`config.mk`:
```
export PLATFORM = sky130hd
export DESIGN_NAME = neureka_binconv_col_ctrl
export DESIGN_NICKNAME = d
export VERILOG_FILES = /design/src/rtl/neureka_binconv_col_ctrl.sv
export SDC_FILE = /design/constraint.sdc
export NUM_CORES = 1
export LEC_CHECK = 0
export BUFFER_PORTS_ARGS = -buffer_cell sky130_fd_sc_hd__buf_4
export CAP_MARGIN = 15
export CORE_MARGIN = 3
export CORE_UTILIZATION = 59
export CTS_CLUSTER_SIZE = 20
export DETAILED_ROUTE_END_ITERATION = 7
export MAX_ROUTING_LAYER = met4
export PLACE_DENSITY = 0.84
export SYNTH_ARGS = -nofsm -noshare
export SYNTH_HDL_FRONTEND = slang
export SYNTH_SLANG_ARGS = --single-unit
```
`constraint.sdc`:
```
create_clock -name clk_i -period 6.9 [get_ports clk_i]
set_input_delay 0.345 -clock clk_i [delete_from_list [all_inputs] [get_ports clk_i]]
set_output_delay 0.345 -clock clk_i [all_outputs]
set_load 0.01 [all_outputs]
```
`src/rtl/neureka_binconv_col_ctrl.sv`:
```
// Column controller for the binary-convolution engine: sequences the weight
// bit-planes of each input-channel tile, tracks beats in flight towards the
// column and drains them before reporting completion.
module neureka_binconv_col_ctrl #(
    parameter int QW_MAX    = 8,
    parameter int MAX_OUTST = 4,
    parameter int ITER_W    = 16
) (
    input  logic              clk_i,
    input  logic              rst_i,
    input  logic              start_i,
    input  logic              abort_i,
    input  logic [3:0]        cfg_qw_i,
    input  logic [ITER_W-1:0] cfg_n_iter_i,
    input  logic [1:0]        cfg_mode_i,
    input  logic              cfg_woff_en_i,
    input  logic [3:0]        cfg_woff_scale_i,
    input  logic [3:0]        cfg_scale_shift_i,
    input  logic              fire_i,
    input  logic              pres_valid_i,
    input  logic              pres_ready_i,
    output logic              issue_en_o,
    output logic              clear_o,
    output logic              enable_o,
    output logic              weight_offset_o,
    output logic              dw_weight_offset_o,
    output logic [3:0]        block_cnt_o,
    output logic [3:0]        scale_shift_o,
    output logic [3:0]        woff_scale_o,
    output logic [1:0]        filter_mode_o,
    output logic              invalidate_o,
    output logic              busy_o,
    output logic              done_o
);

    localparam int OW = $clog2(MAX_OUTST + 1);

    typedef enum logic [2:0] {
        IDLE   = 3'd0,
        CLEAR  = 3'd1,
        OFFSET = 3'd2,
        BITS   = 3'd3,
        DRAIN  = 3'd4,
        DONE   = 3'd5
    } state_t;

    state_t state, state_nxt;

    logic [3:0]        qw_q;
    logic [ITER_W-1:0] n_iter_q;
    logic [1:0]        mode_q;
    logic              woff_en_q;
    logic [3:0]        woff_scale_q;
    logic [3:0]        scale_shift_q;

    logic [3:0]        bit_q;
    logic [ITER_W-1:0] iter_q;
    logic [OW-1:0]     outst_q;

    logic counted;
    logic ret;
    logic last_bit;
    logic last_iter;
    logic accept;
    logic kill;

    // Out-of-range plane counts are pulled into the supported 1..QW_MAX window.
    function automatic logic [3:0] clamp_qw(input logic [3:0] qw);
        if (qw == 4'd0)
            return 4'd1;
        else if (int'(qw) > QW_MAX)
            return 4'(QW_MAX);
        else
            return qw;
    endfunction

    // A zero tile count still runs one tile.
    function automatic logic [ITER_W-1:0] clamp_iter(input logic [ITER_W-1:0] n);
        if (n == '0)
            return ITER_W'(1);
        else
            return n;
    endfunction

    assign accept    = (state == IDLE) && start_i;
    assign kill      = (state != IDLE) && abort_i;
    assign issue_en_o = ((state == OFFSET) || (state == BITS)) &&
                        (outst_q < OW'(MAX_OUTST));
    assign counted   = fire_i & issue_en_o;
    assign ret       = pres_valid_i & pres_ready_i;
    assign last_bit  = (bit_q == (qw_q - 4'd1));
    assign last_iter = (iter_q == (n_iter_q - ITER_W'(1)));

    assign enable_o           = (state == OFFSET) || (state == BITS) || (state == DRAIN);
    assign dw_weight_offset_o = enable_o;
    assign busy_o             = (state != IDLE);
    assign scale_shift_o      = scale_shift_q;
    assign woff_scale_o       = woff_scale_q;
    assign filter_mode_o      = mode_q;

    // State register.
    always_ff @(posedge clk_i) begin
        if (rst_i)
            state <= IDLE;
        else
            state <= state_nxt;
    end

    // Next-state decode and per-state strobes; abort overrides everything.
    always_comb begin
        state_nxt       = state;
        clear_o         = 1'b0;
        weight_offset_o = 1'b0;
        block_cnt_o     = 4'd0;
        invalidate_o    = 1'b0;
        done_o          = 1'b0;
        case (state)
            IDLE: begin
                if (start_i)
                    state_nxt = CLEAR;
            end
            CLEAR: begin
                clear_o   = 1'b1;
                state_nxt = woff_en_q ? OFFSET : BITS;
            end
            OFFSET: begin
                weight_offset_o = 1'b1;
                if (counted)
                    state_nxt = BITS;
            end
            BITS: begin
                block_cnt_o = bit_q;
                if (counted && last_bit && last_iter)
                    state_nxt = DRAIN;
            end
            DRAIN: begin
                invalidate_o = (mode_q == 2'd2);
                if (outst_q == '0)
                    state_nxt = DONE;
            end
            DONE: begin
                done_o    = 1'b1;
                state_nxt = IDLE;
            end
            default: state_nxt = IDLE;
        endcase
        if (kill) begin
            state_nxt = IDLE;
            clear_o   = 1'b1;
            done_o    = 1'b0;
        end
    end

    // Job configuration is captured only when a start is accepted.
    always_ff @(posedge clk_i) begin
        if (rst_i) begin
            qw_q          <= 4'd0;
            n_iter_q      <= '0;
            mode_q        <= 2'd0;
            woff_en_q     <= 1'b0;
            woff_scale_q  <= 4'd0;
            scale_shift_q <= 4'd0;
        end else if (accept) begin
            qw_q          <= clamp_qw(cfg_qw_i);
            n_iter_q      <= clamp_iter(cfg_n_iter_i);
            mode_q        <= cfg_mode_i;
            woff_en_q     <= cfg_woff_en_i;
            woff_scale_q  <= cfg_woff_scale_i;
            scale_shift_q <= cfg_scale_shift_i;
        end
    end

    // Bit-plane and tile counters; the offset beat leaves both at zero.
    always_ff @(posedge clk_i) begin
        if (rst_i || kill || accept) begin
            bit_q  <= 4'd0;
            iter_q <= '0;
        end else if (counted && (state == BITS)) begin
            if (last_bit) begin
                bit_q  <= 4'd0;
                iter_q <= last_iter ? '0 : iter_q + ITER_W'(1);
            end else begin
                bit_q <= bit_q + 4'd1;
            end
        end
    end

    // Beats in flight: a simultaneous issue and return cancel out.
    always_ff @(posedge clk_i) begin
        if (rst_i || kill || accept)
            outst_q <= '0;
        else if (counted && !ret)
            outst_q <= outst_q + OW'(1);
        else if (ret && !counted && (outst_q != '0))
            outst_q <= outst_q - OW'(1);
    end

endmodule

```
==> impl_metrics.prom, run 1 <==
# TYPE chip_impl_metric gauge
chip_impl_metric{name="drt-initial-drc-count",unit=""} 285
chip_impl_metric{name="ys_ff_latch",unit=""} 57
chip_impl_metric{name="timing.final.crit_period",unit="ns"} 3.24
chip_impl_metric{name="final.period_utilization",unit="%"} 46.9
chip_impl_metric{name="floorplan.rows",unit=""} 25
chip_impl_metric{name="detail_route.wirelength",unit="um"} 7450
chip_impl_metric{name="boundaryPins",unit=""} 60
chip_impl_metric{name="signed_area_change_from_the_synthesized_netlist_to_the_final_layout",unit="%"} 20.4
chip_impl_metric{name="core_area",unit="um2"} 4910
chip_impl_metric{name="finish.cell_count_without_fillers",unit=""} 521
chip_impl_metric{name="grt_usage",unit="%"} 26.3
chip_impl_metric{name="maxCapViolations",unit=""} 0
chip_impl_metric{name="timing.final.setup_violations",unit=""} 0
chip_impl_metric{name="tritoncts.num_buffers",unit=""} 9
chip_impl_metric{name="final_hold_viols",unit=""} 0
chip_impl_metric{name="power.density",unit="nW/um2"} 222
chip_impl_metric{name="ant_nets",unit=""} 0
chip_impl_metric{name="average_footprint_of_a_synthesized_cell",unit="um2"} 7.79
chip_impl_metric{name="gp_routability_congestion",unit=""} 0.940
chip_impl_metric{name="post_synth_num_cell_types",unit=""} 51
chip_impl_metric{name="clk_transition_reported_paths",unit="ns"} 0.07
chip_impl_metric{name="fmax",unit="GHz"} 0.309
chip_impl_metric{name="clock_latency_late_sink",unit="ns"} 0.34
chip_impl_metric{name="critical_path_fanout_max",unit=""} 12
chip_impl_info{name="startpoint_type",value="flip-flop"} 1
chip_impl_metric{name="drt_drc_violations_left",unit=""} 0
chip_impl_metric{name="overflow",unit=""} 0
chip_impl_metric{name="cts-root-to-sink-buffers",unit=""} 2
chip_impl_metric{name="drive_gt1_share",unit="%"} 18.7
chip_impl_info{name="cts-root-buf",value="sky130_fd_sc_hd__clkbuf_8"} 1
chip_impl_metric{name="clock_skew",unit="ns"} 0.00990
chip_impl_metric{name="fp.dieArea",unit="um2"} 6160
chip_impl_metric{name="route.detailed.vias_per_inst",unit=""} 5.64
chip_impl_metric{name="die_w",unit="um"} 78.5
chip_impl_info{name="rsz0062_at_grt",value="no"} 1
chip_impl_metric{name="worst_relative_slew_slack",unit="%"} 29.2
chip_impl_metric{name="place.detailed.instances",unit=""} 505
chip_impl_info{name="cts_tree",value="built"} 1
chip_impl_metric{name="yosysSeqAreaShare",unit="%"} 36.8
chip_impl_metric{name="ctsHtreeMaxLevel",unit=""} 3
chip_impl_metric{name="final_core_utilization",unit="%"} 76.0
chip_impl_metric{name="fin_ws",unit="ns"} 3.66
chip_impl_metric{name="power.leakage",unit="nW"} 1.46
chip_impl_info{name="outcome",value="finished, final reports clean"} 1
chip_impl_metric{name="synthesis.yosys.warnings",unit=""} 0
chip_impl_metric{name="hold_ws",unit="ns"} 0.246
chip_impl_metric{name="synthCells",unit=""} 398
chip_impl_metric{name="final.setup.tns",unit="ns"} 0
chip_impl_metric{name="holdBufCountCts",unit=""} 0
chip_impl_metric{name="tightestPinTransition",unit="ns"} 1.06
chip_impl_metric{name="first_pass_grt_wire_length",unit="um"} 12700
chip_impl_metric{name="clock_sink_count",unit=""} 57
chip_impl_metric{name="ctsResizeCount",unit=""} 0
chip_impl_metric{name="num-nets-final",unit=""} 492
chip_impl_metric{name="dp.final_hpwl",unit="um"} 5330
chip_impl_metric{name="netlist_area",unit="um2"} 3100
chip_impl_metric{name="worst_path_required_time",unit="ns"} 7.11
chip_impl_metric{name="dieHeight",unit="um"} 78.5
chip_impl_metric{name="dpl_cell_area",unit="um2"} 3530
chip_impl_metric{name="synth-edff-count",unit=""} 0
chip_impl_metric{name="mappedNetlistNets",unit=""} 441
chip_impl_metric{name="detail_route.first_pass.iterations",unit=""} 5
chip_impl_metric{name="port_buffers",unit=""} 59
chip_impl_metric{name="largest_net_degree_at_the_start_of_global_routing",unit=""} 35
chip_impl_metric{name="power",unit="uW"} 829
chip_impl_metric{name="stdcell_area",unit="um2"} 3730
chip_impl_metric{name="async_reset_ff_share",unit="%"} 0
chip_impl_metric{name="irDropWorstVdd",unit="mV"} 0.142
chip_impl_metric{name="critPathArrivalTime",unit="ns"} 3.45
chip_impl_metric{name="antenna-diode-count",unit=""} 0
chip_impl_metric{name="antenna_found_initial",unit=""} 0
chip_impl_metric{name="pre_cts_slack",unit="ns"} 3.73
chip_impl_info{name="cp-end-kind",value="flip-flop"} 1
chip_impl_metric{name="slew_violations",unit=""} 0
chip_impl_metric{name="post_drt_wl_per_cell",unit="um"} 14.3
chip_impl_metric{name="cts_setup_buffers",unit=""} 0
chip_impl_info{name="postSynth.topFlopCell",value="sky130_fd_sc_hd__dfxtp_1"} 1
chip_impl_metric{name="dr_total_vias",unit=""} 2941
chip_impl_info{name="setup.worst_path.class",value="flip-flop to flip-flop"} 1
chip_impl_info{name="hp-class",value="primary input to flip-flop"} 1
chip_impl_metric{name="grt_pass1_vias",unit=""} 2859
chip_impl_metric{name="start_util",unit="%"} 63.1
power breakdown:
part / total (mW) / internal, mW / leakage (nW) / switching, mW
sequential: 0.363 / 0.344 / 0.464 / 0.0187
combinational: 0.148 / 0.0682 / 0.899 / 0.0794
clock: 0.318 / 0.177 / 0.0985 / 0.142
sequential cells by signal, summed over array words and instances, names as in the netlist:
name	cells
filter_mode_o	2
woff_scale_o	4
qw_q	4
iter_q	16
scale_shift_o	4
woff_en_q	1
n_iter_q	16
state	3
outst_q	3
bit_q	4
synth_stat cells (2+ instances only):
cell type	n	area share [%]
sky130_fd_sc_hd__nor2_2	4	0.81
sky130_fd_sc_hd__mux2i_1	2	0.65
sky130_fd_sc_hd__ha_1	4	1.6
sky130_fd_sc_hd__nand3b_1	4	0.97
sky130_fd_sc_hd__xnor2_1	22	6.2
sky130_fd_sc_hd__nor4_1	7	1.4
sky130_fd_sc_hd__or3_1	2	0.40
sky130_fd_sc_hd__and4_1	2	0.57
sky130_fd_sc_hd__o21ai_0	8	1.3
sky130_fd_sc_hd__nand2_1	78	9.4
sky130_fd_sc_hd__and3_1	4	0.81
sky130_fd_sc_hd__inv_1	10	1.2
sky130_fd_sc_hd__clkbuf_1	12	1.5
sky130_fd_sc_hd__o31ai_1	2	0.48
sky130_fd_sc_hd__buf_4	2	0.48
sky130_fd_sc_hd__a21oi_1	41	6.6
sky130_fd_sc_hd__a311oi_1	2	0.57
sky130_fd_sc_hd__and2_1	5	1.0
sky130_fd_sc_hd__nor2_1	40	4.8
sky130_fd_sc_hd__a211oi_1	2	0.48
sky130_fd_sc_hd__nor3b_1	4	0.97
sky130_fd_sc_hd__nand3_1	10	1.6
sky130_fd_sc_hd__nor3_1	9	1.5
sky130_fd_sc_hd__xor2_1	16	4.5
sky130_fd_sc_hd__o31a_1	2	0.57
sky130_fd_sc_hd__a31oi_1	2	0.40
sky130_fd_sc_hd__buf_6	3	1.1
sky130_fd_sc_hd__o22ai_1	2	0.40
sky130_fd_sc_hd__nand4_1	8	1.6
sky130_fd_sc_hd__buf_1	2	0.24
sky130_fd_sc_hd__nand2b_1	4	0.81
sky130_fd_sc_hd__nor2b_1	4	0.81
sky130_fd_sc_hd__or4_1	5	1.2
sky130_fd_sc_hd__dfxtp_1	57	37
routing by layer:
layer | share of wire, % | global-route usage, %
met5 | 0 | -
met4 | 1.8 | 11.4
met3 | 5.2 | 4.70
met2 | 47 | 41.3
met1 | 46 | 33.4
worst max-delay path: stages, from the launching register on:
cell and delay, ns:
sky130_fd_sc_hd__dfxtp_1 0.37, sky130_fd_sc_hd__inv_1 0.11, sky130_fd_sc_hd__ha_1 0.22, sky130_fd_sc_hd__nor2b_1 0.30, sky130_fd_sc_hd__nand2_1 0.15, sky130_fd_sc_hd__o31a_1 0.27
sky130_fd_sc_hd__or4b_1 0.51, sky130_fd_sc_hd__or4_1 0.65, sky130_fd_sc_hd__o21ai_4 0.41, sky130_fd_sc_hd__nor2_1 0.10
kinds of logic (layout without fill, tap and decap cells):
family | Yosys count | count (layout) | synth area share [%]
AOI/OAI and AO/OA | 68 | 68 | 13.0
muxes | 2 | 2 | 0.646
xor gates and xnor gates | 38 | 38 | 10.7
and+or+nand+nor | 198 | 198 | 31.9
adders and majority gates | 5 | 5 | 2.26
DFF | 57 | 57 | 36.8
buffers and inverters | 30 | 86 | 4.64
layout by cell type, fill, tap and decap left out, types with 4 or more instances in the layout:
cell type                   n
sky130_fd_sc_hd__nor3b_1    4
sky130_fd_sc_hd__nor2_1    40
sky130_fd_sc_hd__nor4_1     7
sky130_fd_sc_hd__and2_1     5
sky130_fd_sc_hd__inv_1     10
sky130_fd_sc_hd__xor2_1    16
sky130_fd_sc_hd__and3_1     4
sky130_fd_sc_hd__nand4_1    8
sky130_fd_sc_hd__nor2b_1    4
sky130_fd_sc_hd__nor3_1     9
sky130_fd_sc_hd__nand2b_1   4
sky130_fd_sc_hd__buf_4     60
sky130_fd_sc_hd__or4_1      5
sky130_fd_sc_hd__nor2_2     4
sky130_fd_sc_hd__dfxtp_1   57
sky130_fd_sc_hd__xnor2_1   22
sky130_fd_sc_hd__nand3b_1   4
sky130_fd_sc_hd__clkbuf_8  10
sky130_fd_sc_hd__a21oi_1   41
sky130_fd_sc_hd__ha_1       4
sky130_fd_sc_hd__nand2_1   78
sky130_fd_sc_hd__nand3_1   10
sky130_fd_sc_hd__o21ai_0    8
final timing paths:
kind                endpoint  cells past startpoint                start  slack, ns
min          woff_scale_o[2]                      3  cfg_woff_scale_i[2]       0.25
max                iter_q[7]                      9          n_iter_q[0]       3.66
max reg2reg        iter_q[7]                      9          n_iter_q[0]       3.66
min reg2reg  woff_scale_o[3]                      2      woff_scale_o[3]       0.46
final cells by class:
| cell class | count | area (um2) |
|---|---|---|
| flip-flops and latches | 57 | 1140 |
| clock buffers | 10 | 138 |
| repair buffers | 60 | 450 |
| inverters | 10 | 37.5 |
| fillers | 394 | 1180 |
| multi-input cells | 311 | 1810 |
| well taps | 67 | 83.8 |
| clock inverters | 6 | 67.6 |
(Power assumes the default switching activity.)
==> inputs of run 2 (changes only) <==
Settings changed: CORE_UTILIZATION 59 to 55, PLACE_DENSITY 0.84 to 0.79.
Clock period 6.9 ns to 3.15 ns, I/O delays scaled along.
==> run 2 against run 1 <==
Against the previous run: critical path depth increased by 1; critical endpoint is now state[2]; combinational power increased by 120%; power increased by 120%; largest power group unchanged; core utilization decreased by 4.7 points; final area increased by 0.74%.
==> impl_metrics.prom, run 2 (synthesis gave the netlist of run 1 again) <==
# TYPE chip_impl_metric gauge
chip_impl_metric{name="first_pass_grt_wire_length",unit="um"} 12200
chip_impl_metric{name="detail_route.first_pass.iterations",unit=""} 5
chip_impl_metric{name="die_w",unit="um"} 81.1
chip_impl_metric{name="drive_gt1_share",unit="%"} 19.2
chip_impl_metric{name="setup.reg_to_reg.worst_slack",unit="ns"} 0.15
chip_impl_metric{name="critPathArrivalTime",unit="ns"} 3.26
chip_impl_metric{name="worst_path_required_time",unit="ns"} 3.41
chip_impl_metric{name="clock_latency_late_sink",unit="ns"} 0.33
chip_impl_metric{name="p_sw",unit="uW"} 499
chip_impl_metric{name="grt_pass1_vias",unit=""} 2679
chip_impl_info{name="layout_common_cells",value="sky130_fd_sc_hd__nand2_1, sky130_fd_sc_hd__buf_4, sky130_fd_sc_hd__dfxtp_1, sky130_fd_sc_hd__a21oi_1, sky130_fd_sc_hd__nor2_1"} 1
chip_impl_metric{name="tightestPinTransition",unit="ns"} 0.418
chip_impl_metric{name="antenna-diode-count",unit=""} 0
chip_impl_metric{name="antenna_found_initial",unit=""} 0
chip_impl_metric{name="signed_area_change_from_the_synthesized_netlist_to_the_final_layout",unit="%"} 21.3
chip_impl_metric{name="fp.dieArea",unit="um2"} 6570
chip_impl_metric{name="timing.final.crit_period",unit="ns"} 3.00
chip_impl_metric{name="dieHeight",unit="um"} 81.1
chip_impl_metric{name="hold_ws",unit="ns"} 0.0701
chip_impl_metric{name="drt_drc_violations_left",unit=""} 0
chip_impl_metric{name="ant_nets",unit=""} 0
chip_impl_metric{name="switching_share",unit="%"} 27.8
chip_impl_info{name="rsz0062_at_grt",value="no"} 1
chip_impl_info{name="cp-end-kind",value="flip-flop"} 1
chip_impl_metric{name="ctsHtreeMaxLevel",unit=""} 3
chip_impl_info{name="cts_tree",value="built"} 1
chip_impl_metric{name="overflow",unit=""} 0
chip_impl_metric{name="dr_total_vias",unit=""} 2900
chip_impl_info{name="outcome",value="finished, final reports clean"} 1
chip_impl_metric{name="fmax",unit="GHz"} 0.334
chip_impl_info{name="critical_path_cell_list",value="inv_1, ha_1, nor2b_2, nand2_1, o31a_1, or4b_1, or4_1, buf_4, nor3_1, o21bai_1"} 1
chip_impl_metric{name="holdBufCountCts",unit=""} 0
chip_impl_metric{name="clk_transition_reported_paths",unit="ns"} 0.07
chip_impl_metric{name="slew_violations",unit=""} 0
chip_impl_metric{name="final.setup.tns",unit="ns"} 0
chip_impl_metric{name="route.detailed.vias_per_inst",unit=""} 5.48
chip_impl_metric{name="floorplan.rows",unit=""} 26
chip_impl_metric{name="final.period_utilization",unit="%"} 95.1
chip_impl_metric{name="share_seq_of_total_power",unit="%"} 44.4
chip_impl_metric{name="irDropWorstVdd",unit="mV"} 0.297
chip_impl_metric{name="met1_usage",unit="%"} 29.4
chip_impl_metric{name="relative_contribution_of_the_clock_network_to_total_power",unit="%"} 37.3
chip_impl_metric{name="tritoncts.num_buffers",unit=""} 9
chip_impl_metric{name="post_drt_wl_per_cell",unit="um"} 14.2
chip_impl_info{name="cts-root-buf",value="sky130_fd_sc_hd__clkbuf_8"} 1
chip_impl_info{name="grt-busiest-layer",value="met2"} 1
chip_impl_metric{name="final_hold_viols",unit=""} 0
chip_impl_metric{name="grt.met2_usage",unit="%"} 40.6
chip_impl_metric{name="critical_path_fanout_max",unit=""} 6
chip_impl_metric{name="dp.final_hpwl",unit="um"} 5270
chip_impl_metric{name="worst_relative_slew_slack",unit="%"} 72.0
chip_impl_info{name="largestRegisters",value="iter_q x16, n_iter_q x16"} 1
chip_impl_info{name="critPathSlowestCell",value="sky130_fd_sc_hd__or4_1"} 1
chip_impl_metric{name="cts-root-to-sink-buffers",unit=""} 2
chip_impl_metric{name="power_frac_comb",unit="%"} 18.3
chip_impl_metric{name="grt_usage",unit="%"} 24.6
chip_impl_metric{name="crit_path_max_incr_delay",unit="ns"} 0.57
chip_impl_info{name="layout.cells.most_common",value="sky130_fd_sc_hd__nand2_1"} 1
chip_impl_metric{name="power.leakage",unit="nW"} 1.49
chip_impl_metric{name="nFillCells",unit=""} 445
chip_impl_metric{name="boundaryPins",unit=""} 60
chip_impl_info{name="setup.worst_path.class",value="flip-flop to flip-flop"} 1
chip_impl_metric{name="clock_skew",unit="ns"} 0.00507
chip_impl_metric{name="start_util",unit="%"} 58.8
chip_impl_info{name="hp-class",value="primary input to flip-flop"} 1
chip_impl_info{name="startpoint_type",value="flip-flop"} 1
chip_impl_metric{name="power.density",unit="nW/um2"} 477
chip_impl_metric{name="gp_routability_congestion",unit=""} 0.913
chip_impl_metric{name="gr-usage-met3",unit="%"} 4.21
chip_impl_metric{name="timing.final.setup_violations",unit=""} 0
chip_impl_metric{name="internal_power_of_the_cells",unit="mW"} 1.29
chip_impl_metric{name="core_area",unit="um2"} 5270
chip_impl_metric{name="port_buffers",unit=""} 59
chip_impl_metric{name="drt-initial-drc-count",unit=""} 164
chip_impl_metric{name="largest_net_degree_at_the_start_of_global_routing",unit=""} 35
chip_impl_metric{name="detail_route.wirelength",unit="um"} 7510
chip_impl_metric{name="num-nets-final",unit=""} 497
chip_impl_metric{name="maxCapViolations",unit=""} 0
chip_impl_metric{name="clock_sink_count",unit=""} 57
==> run 2: repair_timing <==
item | 4_1_cts | 5_1_grt
gates resized for setup | 0 | 1
endpoints found under the setup margin | 0 | 15
buffers inserted | 0 | 0
==> run 2: final cells by class <==
cell class	instances	area, um2	share of cell area (%)
multi-input combinational	311	1820	48.3
tap	70	87.6	2.33
inverter	10	37.5	0.998
sequential	57	1140	30.3
timing repair buffer	65	488	13.0
clock buffer	13	149	3.96
clock inverter	3	40.0	1.06
==> run 2: critical path: cells and delay by family, from the launching register on <==
family                     cells  cell delay, ns
DFF                            1            0.36
buffers and inverters          2            0.29
AOI/OAI and AO/OA              2            0.40
adders and majority gates      1            0.22
and+or+nand+nor                5            1.64
==> run 2: power by group through the flow <==
stage | Combinational [mW] | Clock, mW | Sequential (mW)
floorplan | 0.222 | 0 | 0.802
global placement | 0.317 | 0 | 0.809
detailed placement | 0.322 | 0 | 0.810
CTS | 0.326 | 0.676 | 0.794
global route | 0.362 | 0.720 | 0.799
finish | 0.328 | 0.668 | 0.795
==> run 2: final timing paths <==
check | start | end | cells after the start
hold reg to reg | scale_shift_o[1] | scale_shift_o[1] | 2
hold / removal | cfg_woff_scale_i[0] | woff_scale_o[0] | 3
setup reg to reg | n_iter_q[0] | state[2] | 10
setup / recovery | n_iter_q[0] | state[2] | 10
==> run 2: per-stage QoR <==
stage | area [um2] | instances | util [%] | setup WS (ns) | total power, mW
after floorplan | 3100 | 398 | - | 0.378 | 1.02
after global placement | 3570 | 513 | 67.7 | 0.248 | 1.13
after detailed placement | 3570 | 513 | 67.7 | 0.132 | 1.13
after CTS | 3760 | 529 | 71.3 | 0.105 | 1.80
after global routing | 3760 | 529 | 71.3 | 0.0238 | 1.88
final | 3760 | 529 | 71.3 | 0.153 | 1.79
==> run 2: metal layers <==
metal / part of all wire, % / vias up
met2: 48 / 83
met3: 3.9 / 14
met4: 2.0 / 0
met5: 0 / -
li1: - / 1476
met1: 46 / 1327
==> inputs of run 3 (changes only) <==
Settings changed: RECOVER_POWER from default to 100.
==> run 3 against run 2 <==
Against the previous run: core utilization decreased by 1.4 points; first-iteration DRC count fell by 1.2%; via count is the same; critical path type unchanged; critical endpoint unchanged; largest cell class unchanged.
==> impl_metrics.prom, run 3 (synthesis gave the netlist of run 1 again) <==
# TYPE chip_impl_metric gauge
chip_impl_metric{name="drt-initial-drc-count",unit=""} 162
chip_impl_metric{name="final.setup.tns",unit="ns"} 0
chip_impl_info{name="rsz0062_at_grt",value="no"} 1
chip_impl_metric{name="ant_nets",unit=""} 0
chip_impl_metric{name="final_hold_viols",unit=""} 0
chip_impl_metric{name="maxCapViolations",unit=""} 0
chip_impl_metric{name="fin_ws",unit="ns"} 0.145
chip_impl_metric{name="antenna-diode-count",unit=""} 0
chip_impl_metric{name="grt_usage",unit="%"} 24.6
chip_impl_info{name="largestRegisters",value="iter_q x16, n_iter_q x16"} 1
chip_impl_info{name="critPathSlowestCell",value="sky130_fd_sc_hd__or4_1"} 1
chip_impl_metric{name="dp.final_hpwl",unit="um"} 5270
chip_impl_metric{name="tightestPinTransition",unit="ns"} 1.25
chip_impl_metric{name="crit_path_max_incr_delay",unit="ns"} 0.57
chip_impl_metric{name="slew_violations",unit=""} 0
chip_impl_metric{name="worst_relative_slew_slack",unit="%"} 16.7
chip_impl_metric{name="antenna_found_initial",unit=""} 0
chip_impl_metric{name="core_area",unit="um2"} 5270
chip_impl_metric{name="power.leakage",unit="nW"} 1.40
chip_impl_metric{name="share_seq_of_total_power",unit="%"} 44.7
chip_impl_metric{name="detail_route.wirelength",unit="um"} 7510
chip_impl_info{name="cp-end-kind",value="flip-flop"} 1
chip_impl_metric{name="internal_power_of_the_cells",unit="mW"} 1.28
chip_impl_metric{name="start_util",unit="%"} 58.8
chip_impl_metric{name="fp.dieArea",unit="um2"} 6570
chip_impl_metric{name="critical_path_fanout_max",unit=""} 6
chip_impl_info{name="outcome",value="finished, final reports clean"} 1
chip_impl_metric{name="tritoncts.num_buffers",unit=""} 9
chip_impl_info{name="cpLargestDelayFamily",value="simple AND/OR/NAND/NOR gates"} 1
chip_impl_metric{name="die_w",unit="um"} 81.1
chip_impl_info{name="layout.cells.most_common",value="sky130_fd_sc_hd__nand2_1"} 1
chip_impl_metric{name="dieHeight",unit="um"} 81.1
chip_impl_metric{name="p_sw",unit="uW"} 498
chip_impl_metric{name="post_drt_wl_per_cell",unit="um"} 14.2
chip_impl_metric{name="gp_routability_congestion",unit=""} 0.913
chip_impl_metric{name="clk_transition_reported_paths",unit="ns"} 0.07
chip_impl_metric{name="boundaryPins",unit=""} 60
chip_impl_metric{name="ctsResizeCount",unit=""} 0
chip_impl_metric{name="pre_cts_slack",unit="ns"} 0.132
chip_impl_metric{name="num-nets-final",unit=""} 497
chip_impl_metric{name="fmax",unit="GHz"} 0.333
chip_impl_info{name="hp-class",value="primary input to flip-flop"} 1
chip_impl_metric{name="switching_share",unit="%"} 28.0
chip_impl_metric{name="power_frac_comb",unit="%"} 17.7
chip_impl_metric{name="cp.buffers_inverters",unit=""} 2
chip_impl_info{name="cts-root-buf",value="sky130_fd_sc_hd__clkbuf_8"} 1
chip_impl_metric{name="route.detailed.vias_per_inst",unit=""} 5.48
chip_impl_metric{name="power",unit="mW"} 1.78
chip_impl_metric{name="clock_latency_late_sink",unit="ns"} 0.33
chip_impl_metric{name="detail_route.first_pass.iterations",unit=""} 5
chip_impl_info{name="layout_common_cells",value="sky130_fd_sc_hd__nand2_1, sky130_fd_sc_hd__dfxtp_1, sky130_fd_sc_hd__buf_4, sky130_fd_sc_hd__a21oi_1, sky130_fd_sc_hd__nor2_1"} 1
chip_impl_metric{name="drt_drc_violations_left",unit=""} 0
chip_impl_metric{name="drive_gt1_share",unit="%"} 14.8
chip_impl_metric{name="holdBufCountCts",unit=""} 0
chip_impl_metric{name="timing.final.crit_period",unit="ns"} 3.01
chip_impl_metric{name="port_buffers",unit=""} 59
chip_impl_metric{name="signed_area_change_from_the_synthesized_netlist_to_the_final_layout",unit="%"} 18.9
chip_impl_metric{name="relative_contribution_of_the_clock_network_to_total_power",unit="%"} 37.6
chip_impl_metric{name="clock_skew",unit="ns"} 0.00592
chip_impl_metric{name="clock_sink_count",unit=""} 57
chip_impl_info{name="startpoint_type",value="flip-flop"} 1
chip_impl_metric{name="worst_path_required_time",unit="ns"} 3.41
chip_impl_metric{name="sequential_cell_area",unit="um2"} 1140
chip_impl_info{name="critical_path_cell_list",value="inv_1, ha_1, nor2b_2, nand2_1, o31a_1, or4b_1, or4_1, buf_4, nor3_1, o21bai_1"} 1
chip_impl_metric{name="grt_pass1_vias",unit=""} 2679
chip_impl_metric{name="irDropWorstVdd",unit="mV"} 0.292
chip_impl_metric{name="ctsHtreeMaxLevel",unit=""} 3
chip_impl_metric{name="multiInputGateArea",unit="um2"} 1820
chip_impl_metric{name="power.density",unit="nW/um2"} 482
chip_impl_metric{name="overflow",unit=""} 0
chip_impl_metric{name="timing.final.setup_violations",unit=""} 0
chip_impl_metric{name="largest_net_degree_at_the_start_of_global_routing",unit=""} 35
chip_impl_metric{name="floorplan.rows",unit=""} 26
chip_impl_metric{name="critPathArrivalTime",unit="ns"} 3.26
chip_impl_info{name="setup.worst_path.class",value="flip-flop to flip-flop"} 1
chip_impl_metric{name="first_pass_grt_wire_length",unit="um"} 12200
chip_impl_metric{name="nFillCells",unit=""} 470
chip_impl_metric{name="cts_setup_buffers",unit=""} 0
chip_impl_metric{name="cts-root-to-sink-buffers",unit=""} 2
chip_impl_info{name="cts_tree",value="built"} 1
chip_impl_metric{name="dr_total_vias",unit=""} 2900
chip_impl_metric{name="final.period_utilization",unit="%"} 95.4
run 3: cell types whose count changed in the layout (fill, tap and decap cells not counted):
| cell | change |
|---|---|
| sky130_fd_sc_hd__buf_4 | -20 |
| sky130_fd_sc_hd__and2_1 | -5 |
| sky130_fd_sc_hd__clkbuf_1 | +20 |
| sky130_fd_sc_hd__and2_0 | +5 |
run 3: per-stage QoR:
step	cell area [um2]	util, %	instances	hold slack [ns]
after floorplan	3100	-	398	0.293
after global placement	3570	67.7	513	0.405
after detailed placement	3570	67.7	513	0.414
after CTS	3760	71.3	529	0.0580
after global routing	3680	69.9	529	0.0603
final	3680	69.9	529	0.0691
run 3: power by group through the flow:
stage	logic [mW]	registers, mW	clock network, mW
finish	0.315	0.795	0.668
global route	0.349	0.799	0.720
CTS	0.326	0.794	0.676
detailed placement	0.322	0.810	0
global placement	0.317	0.809	0
floorplan	0.222	0.802	0
run 3: worst reg2reg max path: cells and delay by family (launching register included):
| family | cells | cell delay, ns |
|---|---|---|
| buffers and inverters | 2 | 0.29 |
| AOI/OAI and AO/OA | 2 | 0.41 |
| DFF | 1 | 0.36 |
| and+or+nand+nor | 5 | 1.66 |
| adders and majority gates | 1 | 0.22 |
run 3: worst paths after layout:
| kind | from | endpoint | slack (ns) | cells after the start |
|---|---|---|---|---|
| worst max-delay path | n_iter_q[0] | state[2] | 0.14 | 10 |
| worst min register to register | scale_shift_o[1] | scale_shift_o[1] | 0.45 | 2 |
| worst max register to register | n_iter_q[0] | state[2] | 0.14 | 10 |
| worst min-delay path | cfg_scale_shift_i[1] | scale_shift_o[1] | 0.07 | 3 |
run 3: area by class of cell:
class / count / share of cell area (%)
Clock buffer: 13 / 4.04
Tap cell: 70 / 2.38
Timing Repair Buffer: 65 / 11.2
Multi-Input combinational cell: 311 / 49.3
Clock inverter: 3 / 1.09
Sequential cell: 57 / 31.0
Inverter: 10 / 1.02
run 3: layer usage:
metal,wire (um),up-vias,GRT usage (%)
li1,-,1475,-
met1,3430,1336,29.4
met2,3640,75,40.6
met3,299,14,4.21
met4,142,0,11.3
met5,0,-,-
